--- src/rtl/seg7_capture.sv ---
// Receive side of the multiplexed seven-segment display path: waits for each
// digit's pattern to be stable, decodes it back to hex and flags frames/bad glyphs.
module seg7_capture #(
    parameter int NUM_DIGITS    = 4,
    parameter int STABLE_CYCLES = 4
) (
    input  logic                      clk,
    input  logic                      reset,
    input  logic [6:0]                iSEG,
    input  logic [NUM_DIGITS-1:0]     iSEL,
    output logic [4*NUM_DIGITS-1:0]   oDIGITS,
    output logic [NUM_DIGITS-1:0]     oVALID,
    output logic                      oBAD,
    output logic                      oFRAME
);

    localparam logic [7:0] CNT_MAX = 8'(STABLE_CYCLES);
    localparam logic [7:0] CNT_PRE = 8'(STABLE_CYCLES - 1);

    logic [NUM_DIGITS+6:0]   samp_q;
    logic [7:0]              cnt_q;
    logic [4*NUM_DIGITS-1:0] digits_q;
    logic [NUM_DIGITS-1:0]   valid_q;
    logic [NUM_DIGITS-1:0]   seen_q;
    logic                    bad_q;
    logic                    frame_q;

    logic [NUM_DIGITS-1:0]   sel_hot;
    logic [3:0]              zero_cnt;
    logic                    sel_active;
    logic                    match;
    logic                    capture;
    logic [4:0]              glyph;
    logic                    legal;
    logic [3:0]              value;
    logic [NUM_DIGITS-1:0]   seen_next;

    // Returns {legal, value} for an active-low segment pattern.
    function automatic logic [4:0] decode_glyph(input logic [6:0] seg);
        case (seg)
            7'h40:   decode_glyph = {1'b1, 4'h0};
            7'h79:   decode_glyph = {1'b1, 4'h1};
            7'h24:   decode_glyph = {1'b1, 4'h2};
            7'h30:   decode_glyph = {1'b1, 4'h3};
            7'h19:   decode_glyph = {1'b1, 4'h4};
            7'h12:   decode_glyph = {1'b1, 4'h5};
            7'h02:   decode_glyph = {1'b1, 4'h6};
            7'h78:   decode_glyph = {1'b1, 4'h7};
            7'h00:   decode_glyph = {1'b1, 4'h8};
            7'h18:   decode_glyph = {1'b1, 4'h9};
            7'h08:   decode_glyph = {1'b1, 4'hA};
            7'h03:   decode_glyph = {1'b1, 4'hB};
            7'h46:   decode_glyph = {1'b1, 4'hC};
            7'h21:   decode_glyph = {1'b1, 4'hD};
            7'h06:   decode_glyph = {1'b1, 4'hE};
            7'h0E:   decode_glyph = {1'b1, 4'hF};
            default: decode_glyph = {1'b0, 4'h0};
        endcase
    endfunction

    always_comb begin
        sel_hot  = ~iSEL;
        zero_cnt = 4'd0;
        for (int i = 0; i < NUM_DIGITS; i++) begin
            zero_cnt = zero_cnt + {3'b000, sel_hot[i]};
        end
        sel_active = (zero_cnt == 4'd1);
        match      = ({iSEL, iSEG} == samp_q);
        // Only the edge that completes the run captures; longer holds saturate.
        capture    = sel_active && match && (cnt_q == CNT_PRE);
        glyph      = decode_glyph(iSEG);
        legal      = glyph[4];
        value      = glyph[3:0];
        seen_next  = seen_q | sel_hot;
    end

    always_ff @(posedge clk) begin
        if (reset) begin
            samp_q   <= '1;
            cnt_q    <= 8'd0;
            digits_q <= '0;
            valid_q  <= '0;
            seen_q   <= '0;
            bad_q    <= 1'b0;
            frame_q  <= 1'b0;
        end else begin
            samp_q  <= {iSEL, iSEG};
            bad_q   <= 1'b0;
            frame_q <= 1'b0;

            if (!sel_active) begin
                cnt_q <= 8'd0;
            end else if (match) begin
                if (cnt_q != CNT_MAX) begin
                    cnt_q <= cnt_q + 8'd1;
                end
            end else begin
                cnt_q <= 8'd1;
            end

            if (capture) begin
                if (legal) begin
                    for (int d = 0; d < NUM_DIGITS; d++) begin
                        if (sel_hot[d]) begin
                            digits_q[4*d +: 4] <= value;
                        end
                    end
                    valid_q <= valid_q | sel_hot;
                    if (&seen_next) begin
                        frame_q <= 1'b1;
                        seen_q  <= '0;
                    end else begin
                        seen_q  <= seen_next;
                    end
                end else begin
                    bad_q   <= 1'b1;
                    valid_q <= valid_q & ~sel_hot;
                end
            end
        end
    end

    assign oDIGITS = digits_q;
    assign oVALID  = valid_q;
    assign oBAD    = bad_q;
    assign oFRAME  = frame_q;

endmodule

--- config.mk ---
export PLATFORM = sky130hd
export DESIGN_NAME = seg7_capture
export DESIGN_NICKNAME = d
export VERILOG_FILES = /design/src/rtl/seg7_capture.sv
export SDC_FILE = /design/constraint.sdc
export NUM_CORES = 1
export LEC_CHECK = 0
export CORE_ASPECT_RATIO = 0.6
export CORE_UTILIZATION = 40
export DETAILED_ROUTE_END_ITERATION = 8
export MAX_ROUTING_LAYER = met4
export SETUP_SLACK_MARGIN = 0.15
export SLEW_MARGIN = 20
export SYNTH_ARGS = -nofsm -noshare
export SYNTH_HDL_FRONTEND = slang
export SYNTH_SLANG_ARGS = --single-unit
--- constraint.sdc ---
create_clock -name clk -period 4.4 [get_ports clk]
set_input_delay 0.88 -clock clk [delete_from_list [all_inputs] [get_ports clk]]
set_output_delay 0.88 -clock clk [all_outputs]
set_load 0.03 [all_outputs]
# Word-level counts from Yosys, hierarchy flattened
# Index checks and enable logic that the tools add are counted.
word_totals:
  regBits: 45
  input_bits: 13
  out_inout_bits: 22
  wordCells: 64
classes:
  addsub: 4
  n_eq_ne: 20
  mux: 7
  bitwise_logic: 9
  n_reduce_logical: 13
op_table:
  columns: ["cell", "count"]
  rows:
  - ["$pmux 5 s16", 1]
  - ["$eq 7x7->1 const B", 4]
  - ["$eq 7x5->1 const B", 3]
  - ["$eq 7x6->1 const B", 3]
  - ["$eq 7x2->1 const B", 2]
  - ["$eq 7x4->1 const B", 2]
  - ["$reduce_and 3->1", 4]
  - ["$eq 11x11->1", 1]
  - ["$add 8x1->8 const B", 1]
  - ["$eq 8x2->1 const B", 1]
  - ["$mux 4", 2]
  - ["$ne 8x3->1 const B", 1]
  - ["$not 4->4", 2]
  - ["$or 4x4->4", 2]
  - ["$eq 7x3->1 const B", 1]
  - ["$logic_not 7->1", 1]
  - ["$reduce_or 3->1", 2]
  - ["$add 3x1->4", 1]
  - ["$and 4x4->4", 1]
  - ["$eq 4x1->1 const B", 1]
  - ["$mux 1", 4]
  - ["$not 1->1", 4]
  - ["$reduce_and 4->1", 1]
  - ["$reduce_or 2->1", 2]
  - ["5 further kinds", 6]

# Depth between registers and ports, before layout
logic_depth:
  depth_word: 9
  mapped_depth: 10
  depth_no_buf: 9

# Worst setup path before layout
# No wires, ideal clock.
synth_timing:
  path_kind: "in2reg"
  from: "input iSEL[0]"
  to: "register digits_q[1] (netlist: oDIGITS[1])"
  setup_time_ps: 121
  arrival_ps: 4081
  t_required_ps: 4279
  slack_ps: 198
  stages: 9
  path_buffers: 0
  cell_sequence: "fa_1 > inv_1 > ha_1 > ha_1 > or3b_2 > or4_1 > or4_4 > a311o_1 > mux2_4"
synth_between:
  elab_chain_cells: 8
  word_cells_on_any_way: 9
  classes_between: "3 x add/sub; 2 x eq/ne; 1 x bitwise; 3 x reduce/logical"
synth_lines:
  columns: ["element", "line", "text"]
  rows:
  - ["from (decl)", "10", "input logic [NUM_DIGITS-1:0] iSEL,"]
  - ["$not 4->4", "62", "sel_hot = ~iSEL;"]
  - ["$add 1x1->2", "65", "zero_cnt = zero_cnt + {3'b000, sel_hot[i]};"]
  - ["$add 2x1->3", "65", null]
  - ["$add 3x1->4", "65", null]
  - ["$eq 4x1->1", "67", "sel_active = (zero_cnt == 4'd1);"]
  - ["$logic_and 1x1->1 (2 in a row)", "70", "capture = sel_active && match && (cnt_q == CNT_PRE);"]
  - ["$reduce_and 3->1 (no line) (*)", null, null]
  - ["to (signal, indexed assignment)", "105", "digits_q[4*d +: 4] <= value;"]
  - ["to (decl)", "22", "logic [4*NUM_DIGITS-1:0] digits_q;"]
# Every way passes the cells marked *; elsewhere a longest branch is shown, timed or not.
# A chain may end at the register's enable or synchronous reset.

# Worst setup path in the final report
layout_timing:
  from: "input iSEL[1]"
  to: "register digits_q[5] (netlist: oDIGITS[5])"
# Same word-level chain as after synthesis.

==> results.json <==
{
  "outcome": "complete, no violations",
  "mappedNetlistArea_um2": 2280,
  "initial_utilization_pct": 43.3,
  "synth-warning-count": 0,
  "hold_buffers": 0,
  "power.net_switching_mw": 0.198,
  "htree_levels": 2,
  "drt-vias-per-instance": 5.35,
  "gr_ovfl_total": 0,
  "final_antenna_net_count": 0,
  "first_global_vias": 1767,
  "tritoncts": "yes",
  "synthMostInstantiatedCell": "sky130_fd_sc_hd__dfxtp_1",
  "finalWeightedCongestion": 0.767,
  "post_detailed_route_drc_marker_count": 0,
  "placeableCoreArea_um2": 5260,
  "layout_min_cycle_time_ns": 4.21,
  "n_fill_cell": 478,
  "fp-row-count": 20,
  "clock_tree_root": "sky130_fd_sc_hd__clkbuf_8",
  "worst_setup_path_start_kind": "primary input",
  "cp_num_buf_inv": 2,
  "ys_async_sr_fraction_pct": 0,
  "critical_path_peak_fanout": 6,
  "layout-drive-gt1-share_pct": 16.0,
  "clkPwrFrac_pct": 34.0,
  "ys.flop_type": "sky130_fd_sc_hd__dfxtp_1",
  "power.leakage_nw": 1.03,
  "dr_total_vias": 1894,
  "antenna-diode-count": 0,
  "worst_slew_slack_as_a_fraction_of_its_limit_pct": 61.4,
  "slowest_stage": "sky130_fd_sc_hd__or4_4",
  "worst_skew_pair.late_latency_ns": 0.30,
  "intPower_mw": 0.565,
  "cp.arrival_ns": 4.40,
  "drt_first_iter_violations": 129,
  "die_h_um": 60.4,
  "clkSlewWorstSetupHoldPaths_ns": 0.09,
  "timing_worst_slew_pin_value_ns": 0.578,
  "yosys.area.top_type": "sky130_fd_sc_hd__dfxtp_1",
  "layout.core_utilization_pct": 53.9,
  "cp-end-kind": "register",
  "yosysSeqAreaShare_pct": 39.6,
  "ys_top_cells_by_count": "45 x sky130_fd_sc_hd__dfxtp_1, 18 x sky130_fd_sc_hd__clkbuf_1, 16 x sky130_fd_sc_hd__nor2_1",
  "seq_pwr_share_pct": 54.7,
  "worst_path_dominant_cell_family": "simple AND/OR/NAND/NOR gates",
  "criticalPathCategory": "in -> reg",
  "rsz0062_at_grt": "false",
  "num_io_pins": 35,
  "yosys.area.top_type_share_pct": 39.6,
  "synth_cell_type_count": 44,
  "critPathMaxStageDelay_ns": 0.60,
  "total_of_buffers_placed_on_input_and_output_ports": 34,
  "fmaxAchievable_mhz": 238,
  "hold_viol": 0,
  "dieArea_um2": 6010,
  "irDropWorstVdd_mv": 0.109,
  "groute.usage.overall_pct": 20.7,
  "hold_path.class": "reg -> reg",
  "layout-area-overhead-vs-synth_pct": 24.5,
  "max_cap_violations": 0,
  "wire_length_of_the_first_global_routing_pass_um": 9090,
  "ys_seq_elements": 45,
  "crit_path_cell_chain": "dlygate4sd2_1 -> fa_1 -> inv_1 -> ha_1 -> ha_1 -> or3b_4 -> or4_4 -> or4_4 -> a311o_2 -> mux2_4",
  "post-route-period-util_pct": 95.6,
  "dpl.cell_count": 345,
  "power.share.combinational_pct": 11.3,
  "clock_skew_ns": 0.0103,
  "fp.dieW_um": 99.4,
  "power.density_cell_area_nw_per_um2": 269,
  "cts-buffers-inserted": 5,
  "synth-edff-count": 0,
  "finish.cell_count_without_fillers": 354,
  "synth_nets": 269,
  "maxSlewViolCount": 0,
  "power_switching_share_pct": 25.9,
  "clk_path_buf_depth": 2,
  "route.detailed.wl_per_inst_um": 15.5,
  "gate_count_after_technology_mapping": 251,
  "detail_route.first_pass.iterations": 5,
  "final_nets": 305,
  "finalSetupViolations": 0,
  "synth_area_leaders": "sky130_fd_sc_hd__dfxtp_1 40%, sky130_fd_sc_hd__xnor2_1 5.0%, sky130_fd_sc_hd__nor2b_1 3.6%",
  "clock-sinks": 45,
  "r2r_setup_slack_ns": 1.46,
  "critPathRequiredTime_ns": 4.59,
  "synth_area_per_cell_um2": 9.07,
  "antenna_found_initial": 0,
  "drt_wl_total_um": 5500,
  "dpl.hpwl_um": 3810,
  "pin_count_of_the_biggest_net_entering_global_routing": 43
}
-- power groups by stage --
stage          registers [mW]  clock network (mW)  logic [mW]
2_1_floorplan           0.426                   0      0.0545
6_report                0.417               0.259      0.0860
4_1_cts                 0.417               0.263      0.0840
5_1_grt                 0.418               0.287      0.0958
3_5_place_dp            0.427                   0      0.0841
3_3_place_gp            0.427                   0      0.0834
-- flip-flops by register name (all words and copies together), names as in the netlist, named ones only --
register	cells
cnt_q	8
oFRAME	1
oDIGITS	16
samp_q	11
seen_q	4
oBAD	1
-- through the flow --
step	setup WS [ns]	instance area (µm²)	hold slack, ns	power [mW]	TNS [ns]
after floorplan	0.198	2280	0.440	0.481	0
after global placement	-0.387	2720	0.446	0.510	-6.81
after detailed placement	-0.406	2720	0.451	0.511	-7.23
after CTS	0.186	2830	0.468	0.764	0
after global routing	0.152	2830	0.485	0.801	0
final	0.192	2830	0.463	0.762	0
-- per-layer routing --
layer,GRT usage [%],vias to the layer above,routed length [µm],part of all wire (%)
li1,-,957,-,-
met1,30.1,877,3050,55
met2,28.0,55,2090,38
met3,4.61,5,304,5.5
met4,6.72,0,48,0.87
met5,-,-,0,0
-- layout make-up --
class	count	area [µm²]	area share [%]
clock buffers	6	72.6	2.56
clock inverters	2	15.0	0.530
inverters	9	33.8	1.19
multi-input cells	179	1290	45.7
flip-flops and latches	45	901	31.8
well taps	66	82.6	2.91
repair buffers	47	435	15.4
-- cells by family after synthesis --
kind of cell	count (synthesis)	share of synthesized area, %
multiplexers	11	5.61
flip-flops	45	39.6
XOR/XNOR	18	6.93
buffers and inverters	27	4.45
AND/OR/NAND/NOR	102	26.4
adder cells (fa/ha/maj)	5	3.08
AO/OA/AOI/OAI	43	14.0
-- path summary, 6_finish.rpt --
check	end	cells after the start	startpoint
worst max register to register	oDIGITS[5]	5	cnt_q[3]
worst min register to register	seen_q[2]	2	seen_q[2]
worst min-delay path	seen_q[2]	2	seen_q[2]
worst max-delay path	oDIGITS[5]	10	iSEL[1]
-- placed cells by master, fill, tap and decap left out, types with 6 or more instances in the layout --
cell type	instances
sky130_fd_sc_hd__nor2_1	16
sky130_fd_sc_hd__o21ai_0	6
sky130_fd_sc_hd__inv_1	9
sky130_fd_sc_hd__nor2b_1	13
sky130_fd_sc_hd__nand2b_1	10
sky130_fd_sc_hd__clkdlybuf4s50_1	31
sky130_fd_sc_hd__xnor2_1	13
sky130_fd_sc_hd__nand3_1	13
sky130_fd_sc_hd__or2_2	12
sky130_fd_sc_hd__buf_4	13
sky130_fd_sc_hd__mux2i_1	6
sky130_fd_sc_hd__a22o_1	7
sky130_fd_sc_hd__dfxtp_1	45
sky130_fd_sc_hd__a21oi_1	9
-- worst reg2reg max path: stages (launching register included) --
cell	delay [ns]
sky130_fd_sc_hd__dfxtp_1	0.34
sky130_fd_sc_hd__or4_1	0.58
sky130_fd_sc_hd__or4_4	0.54
sky130_fd_sc_hd__or4_4	0.60
sky130_fd_sc_hd__a311o_2	0.45
sky130_fd_sc_hd__mux2_4	0.31
-- what timing repair did --
item                                    CTS  global route
resized for setup                         6             3
buffers inserted                          1             0
gates cloned                              0             0
pin swaps                                 5             2
endpoints found under the setup margin   23            11
(Power assumes the default switching activity.)
